--- src/rtl/mmio_uart_tx.sv ---
// Memory-mapped 8N1 UART transmitter: TXDATA/STATUS word pair, byte FIFO, serialiser.
module mmio_uart_tx #(
  parameter int unsigned CLKS_PER_BIT = 16,
  parameter int unsigned FIFO_DEPTH   = 8,
  parameter logic [31:0] BASE_ADDR    = 32'h0000_0400
) (
  input  logic        clk,
  input  logic        reset,
  input  logic        we,
  input  logic [31:0] a,
  input  logic [31:0] wd,
  output logic [31:0] rd,
  output logic        sel,
  output logic        txd,
  output logic        busy
);

  localparam int unsigned PW   = $clog2(FIFO_DEPTH);
  localparam int unsigned CNTW = PW + 1;
  localparam int unsigned CW   = (CLKS_PER_BIT > 1) ? $clog2(CLKS_PER_BIT) : 1;

  localparam logic [1:0] S_IDLE  = 2'd0;
  localparam logic [1:0] S_START = 2'd1;
  localparam logic [1:0] S_DATA  = 2'd2;
  localparam logic [1:0] S_STOP  = 2'd3;

  logic [7:0]      mem [FIFO_DEPTH];
  logic [PW-1:0]   wr_ptr, rd_ptr;
  logic [CNTW-1:0] count;
  logic            empty, full, push, pop;
  logic            wr_data, wr_stat, overflow;
  logic [7:0]      head;

  logic [1:0]      state, state_n;
  logic [CW-1:0]   bit_cnt, bit_cnt_n;
  logic [2:0]      bit_idx, bit_idx_n;
  logic [7:0]      shift, shift_n;
  logic            txd_n, busy_n, bit_end;

  // a[1:0] and wd[31:8] carry no meaning for this peripheral
  logic unused_bits;
  assign unused_bits = ^{a[1:0], wd[31:8]};

  // Address decode and FIFO status
  assign sel     = (a[31:3] == BASE_ADDR[31:3]);
  assign wr_data = we & sel & ~a[2];
  assign wr_stat = we & sel & a[2];
  assign empty   = (count == '0);
  assign full    = (count == CNTW'(FIFO_DEPTH));
  assign push    = wr_data & ~full;
  assign head    = mem[rd_ptr];

  // Combinational STATUS read path
  always_comb begin
    rd = '0;
    if (sel & a[2]) rd = {28'b0, overflow, busy, empty, full};
  end

  // FIFO storage; contents are don't-care once pointers reset
  always_ff @(posedge clk) begin
    if (push) mem[wr_ptr] <= wd[7:0];
  end

  // FIFO pointers and occupancy
  always_ff @(posedge clk or posedge reset) begin
    if (reset) begin
      wr_ptr <= '0;
      rd_ptr <= '0;
      count  <= '0;
    end else begin
      if (push) wr_ptr <= wr_ptr + PW'(1);
      if (pop)  rd_ptr <= rd_ptr + PW'(1);
      case ({push, pop})
        2'b10:   count <= count + CNTW'(1);
        2'b01:   count <= count - CNTW'(1);
        default: count <= count;
      endcase
    end
  end

  // Sticky overflow: a store to a full FIFO is dropped even if a pop coincides
  always_ff @(posedge clk or posedge reset) begin
    if (reset)                overflow <= 1'b0;
    else if (wr_data && full) overflow <= 1'b1;
    else if (wr_stat && wd[3]) overflow <= 1'b0;
  end

  // Serialiser state register; txd/busy registered from next-state values
  always_ff @(posedge clk or posedge reset) begin
    if (reset) begin
      state   <= S_IDLE;
      bit_cnt <= '0;
      bit_idx <= '0;
      shift   <= '0;
      txd     <= 1'b1;
      busy    <= 1'b0;
    end else begin
      state   <= state_n;
      bit_cnt <= bit_cnt_n;
      bit_idx <= bit_idx_n;
      shift   <= shift_n;
      txd     <= txd_n;
      busy    <= busy_n;
    end
  end

  // Serialiser next-state and pop logic
  always_comb begin
    state_n   = state;
    bit_cnt_n = bit_cnt;
    bit_idx_n = bit_idx;
    shift_n   = shift;
    pop       = 1'b0;
    bit_end   = (bit_cnt == CW'(CLKS_PER_BIT - 1));

    case (state)
      S_IDLE: begin
        if (!empty) begin
          pop       = 1'b1;
          shift_n   = head;
          bit_cnt_n = '0;
          state_n   = S_START;
        end
      end
      S_START: begin
        if (bit_end) begin
          bit_cnt_n = '0;
          bit_idx_n = '0;
          state_n   = S_DATA;
        end else begin
          bit_cnt_n = bit_cnt + CW'(1);
        end
      end
      S_DATA: begin
        if (bit_end) begin
          bit_cnt_n = '0;
          shift_n   = {1'b0, shift[7:1]};
          if (bit_idx == 3'd7) state_n = S_STOP;
          else                 bit_idx_n = bit_idx + 3'd1;
        end else begin
          bit_cnt_n = bit_cnt + CW'(1);
        end
      end
      S_STOP: begin
        if (bit_end) begin
          bit_cnt_n = '0;
          if (!empty) begin
            pop     = 1'b1;
            shift_n = head;
            state_n = S_START;
          end else begin
            state_n = S_IDLE;
          end
        end else begin
          bit_cnt_n = bit_cnt + CW'(1);
        end
      end
      default: state_n = S_IDLE;
    endcase

    case (state_n)
      S_START: txd_n = 1'b0;
      S_DATA:  txd_n = shift_n[0];
      default: txd_n = 1'b1;
    endcase
    busy_n = (state_n != S_IDLE);
  end

endmodule

--- config.mk ---
export PLATFORM = sky130hd
export DESIGN_NAME = mmio_uart_tx
export DESIGN_NICKNAME = d
export VERILOG_FILES = /design/src/rtl/mmio_uart_tx.sv
export SDC_FILE = /design/constraint.sdc
export NUM_CORES = 1
export LEC_CHECK = 0
export CAP_MARGIN = 20
export CORE_MARGIN = 2
export CORE_UTILIZATION = 45
export CTS_CLUSTER_SIZE = 12
export DETAILED_ROUTE_END_ITERATION = 10
export GPL_ROUTABILITY_DRIVEN = 0
export GPL_TIMING_DRIVEN = 0
export PLACE_DENSITY = 0.77
export SYNTH_ARGS = -nofsm -noshare
export SYNTH_HDL_FRONTEND = slang
export SYNTH_SLANG_ARGS = --single-unit
--- constraint.sdc ---
create_clock -name clk -period 3.9 [get_ports clk]
set_input_delay 1.17 -clock clk [delete_from_list [all_inputs] [get_ports clk]]
set_output_delay 1.17 -clock clk [all_outputs]
set_load 0.02 [all_outputs]
==> flow_summary_export.csv <==
group,metric,value,unit
status,status,"finished clean",
synth,yosys.cell_count.top_type,"edfxtp_1",
place,dp_slack,-687,ps
worst_setup_path,crit_path_start,"a[19]",
synth,yosys.area.top_type,"edfxtp_1",
timing,finalHoldWorstSlack,515,ps
floorplan,rows,36,
clocking,clock_latency,360,ps
worst_setup_path,reg2reg_depth,11,
global_route,antenna_found_initial,0,
floorplan,fp.dieH,104,µm
power,total_power,1.95,mW
synth,ys_seq_elements,94,
worst_setup_path,reg2reg_slack,1090,ps
synth,yosysSeqAreaShare,0.596,
clocking,cts_max_path_buffers,2,
power,power_density,350,nW/µm²
global_route,grt_pass1_wl,14.4,mm
synth,yosysTopAreaCellShare,0.428,
power,irDropWorstVdd,0.000277,V
timing,max_freq,259,MHz
power,p_sw_frac,0.233,
power,seqPwrFrac,0.574,
worst_setup_path,critical_path.max_fanout,4,
clocking,path_clk_slew,90,ps
timing,timing.final.max_slew_violations,0,
power,power.switching,454,µW
timing,setup_viol,0,
drt,postRouteAntennaNets,0,
worst_setup_path,worstPathArrival,2690,ps
synth,postSynth.asyncResetShare,0.319,
min_path,hp-class,"reg -> reg",
global_route,grt_pass1_vias,2915,
synth,synthTopCellsByArea,"edfxtp_1 43%, dfrtp_1 16%, mux4_2 7.0%",
timing,fin_ws,38.5,ps
synth,synth_common_cells,"64 x edfxtp_1, 29 x dfrtp_1, 28 x buf_4",
power,pwr-share-comb,0.087,
synth,synth-main-ff-cell,"edfxtp_1",
cells_and_area,n_fill_cell,807,
floorplan,ios,102,
timing,final_hold_viol_count,0,
clocking,htreeDepth,3,
synth,synthesis.area,4490,µm²
timing,worstMarginPinSlew,930,ps
min_path,hp-start,"shift[5]",
drt,drtIter0Drc,100,
floorplan,initial_utilization,0.461,
synth,ys_warn_count,0,
power,intPower,1.49,mW
timing,fin_crit_sh,0.990,
worst_setup_path,end_kind,"primary output",
place,port_buffers,47,
cells_and_area,n_antenna_cell,0,
floorplan,core,9730,µm²
synth,synthDistinctLibCells,52,
timing,tns,0,ps
drt,vias,2860,
timing,fin_skew,6.05,ps
global_route,grt_usage,0.169,
timing,slew_headroom,0.378,
cells_and_area,area_growth,23.8,%
worst_setup_path,cp-endpoint,"rd[0]",
worst_setup_path,r2r-end,"count[2]",
drt,wire_per_inst,15.5,µm
drt,drc,0,
floorplan,dieWidth,104,µm
synth,synth_enable_flop_cells,64,
worst_setup_path,start_kind,"input pin",
cells_and_area,fin_nets,507,
drt,vias_per_cell,5.07,
place,dpl.hpwl,6.33,mm
clocking,cts-root-buf,"clkbuf_8",
clocking,cts_inserted_buffers,9,
floorplan,die_area,10800,µm²
power,pwr-share-clk,0.339,
drt,drt_first_pass_iters,4,
power,p_leak,2.24,nW
clocking,cts_tree,"built",
worst_setup_path,rr_startpoint,"state[1]",
global_route,gr-total-overflow,0,
drt,routed_wl,8.72,mm
worst_setup_path,cp.required,2730,ps
synth,synth_cells,331,
synth,avgSynthCellArea,13.6,µm²
worst_setup_path,worstSetupPathType,"in -> out",
timing,finalCriticalPeriod,3860,ps
global_route,grt_max_degree,19,
run,drv_cap,0,
clocking,cts_hold_buf,0,
cells_and_area,drive_above_1_share,0.211,
clocking,clock-sinks,94,
worst max-delay path: stages:
cell and delay, ps:
clkdlybuf4s50_1 430, nor4_1 280, nand4_1 230, nor2_4 180, buf_6 120, and3_4 170
buf_6 110
worst min-delay path by stage:
stage	endpoint	slack, ps	depth (start not counted)
6_report	shift[5]	510	2
5_1_grt	shift[3]	540	1
4_1_cts	shift[5]	510	2
3_5_place_dp	shift[5]	490	2
3_3_place_gp	shift[5]	480	2
2_1_floorplan	shift[7]	460	2
placed cells by master (no fill, tap or decap), types with 3 or more instances in the layout:
cell type        Yosys  routed
o221ai_1             3       3
dfrtp_1             29      29
clkdlybuf4s50_1      0      40
a32oi_1              3       3
a21oi_1              6       6
buf_6                1       3
xor2_1               6       6
o22ai_1              3       3
clkbuf_1             8       8
conb_1               1      28
edfxtp_1            64      64
nor3_1               5       5
nor2_1              20      19
nor2b_1              4       4
inv_1               13      13
buf_4               28      35
mux2i_1             11      11
nand2_1             21      21
nor4_1               6       3
mux4_2              14      14
nand4_1              3       3
clkbuf_8             0       9
xnor2_1              3       3
a22o_1               3       3
o21ai_0             12      12
a21o_1               6       6
nand2b_1             6       6
nor4_2               0       3
buf_2                3       8
ha_1                13      13
nand3_1              5       5
layer usage:
| metal | up-vias | routed length [µm] | global-route usage | share of wire |
|---|---|---|---|---|
| met5 | - | 0 | 0 | 0 |
| met1 | 1395 | 3660 | 0.206 | 0.42 |
| met4 | 0 | 165 | 0.0569 | 0.019 |
| met2 | 75 | 4510 | 0.294 | 0.52 |
| met3 | 17 | 379 | 0.0407 | 0.043 |
| li1 | 1373 | - | - | - |
registers in the layout, summed over array words and instances (netlist names):
name,count
bit_cnt,4
bit_idx,3
busy,1
count,4
mem,64
overflow,1
rd_ptr,3
shift,8
state,2
txd,1
wr_ptr,3
metrics by stage:
stage,cell area [µm²],cells,utilization
floorplan,4590,358,-
global placement,5230,538,0.537
detailed placement,5260,541,0.541
CTS,5490,560,0.564
global route,5560,564,0.571
finish,5560,564,0.571
final cells by class:
class                      instances  area (µm²)  area share
sequential                        94        2670       0.481
multi-input combinational        211        1640       0.295
timing repair buffer              58         562       0.101
buffer                            40         267      0.0480
tap                              133         166      0.0299
clock buffer                       9         124      0.0223
clock inverter                     6        77.6      0.0140
inverter                          13        48.8     0.00878
repair_timing:
action	in CTS	in global routing
pin swaps	4	6
resized for setup	21	8
buffers inserted	4	4
setup endpoints to repair	5	45
cells by family (layout without fill, tap and decap cells):
logic type                 after synthesis  after routing  share of synthesized area
muxes                                   28             28                      0.102
other                                    1             28                   0.000836
DFF                                     94             94                      0.596
buffers and inverters                   53            126                     0.0703
and+or+nand+nor                         83             83                     0.0970
AOI/OAI and AO/OA                       50             50                     0.0800
adders and majority gates               13             13                     0.0362
xor gates and xnor gates                 9              9                     0.0176
power by group through the flow:
stage	clock (mW)	sequential [mW]	combinational, mW
floorplan	0	1.13	0.100
global placement	0	1.14	0.155
detailed placement	0	1.14	0.166
CTS	0.675	1.12	0.167
global route	0.710	1.12	0.186
finish	0.659	1.12	0.169
Power figures use the tool's default switching activity.
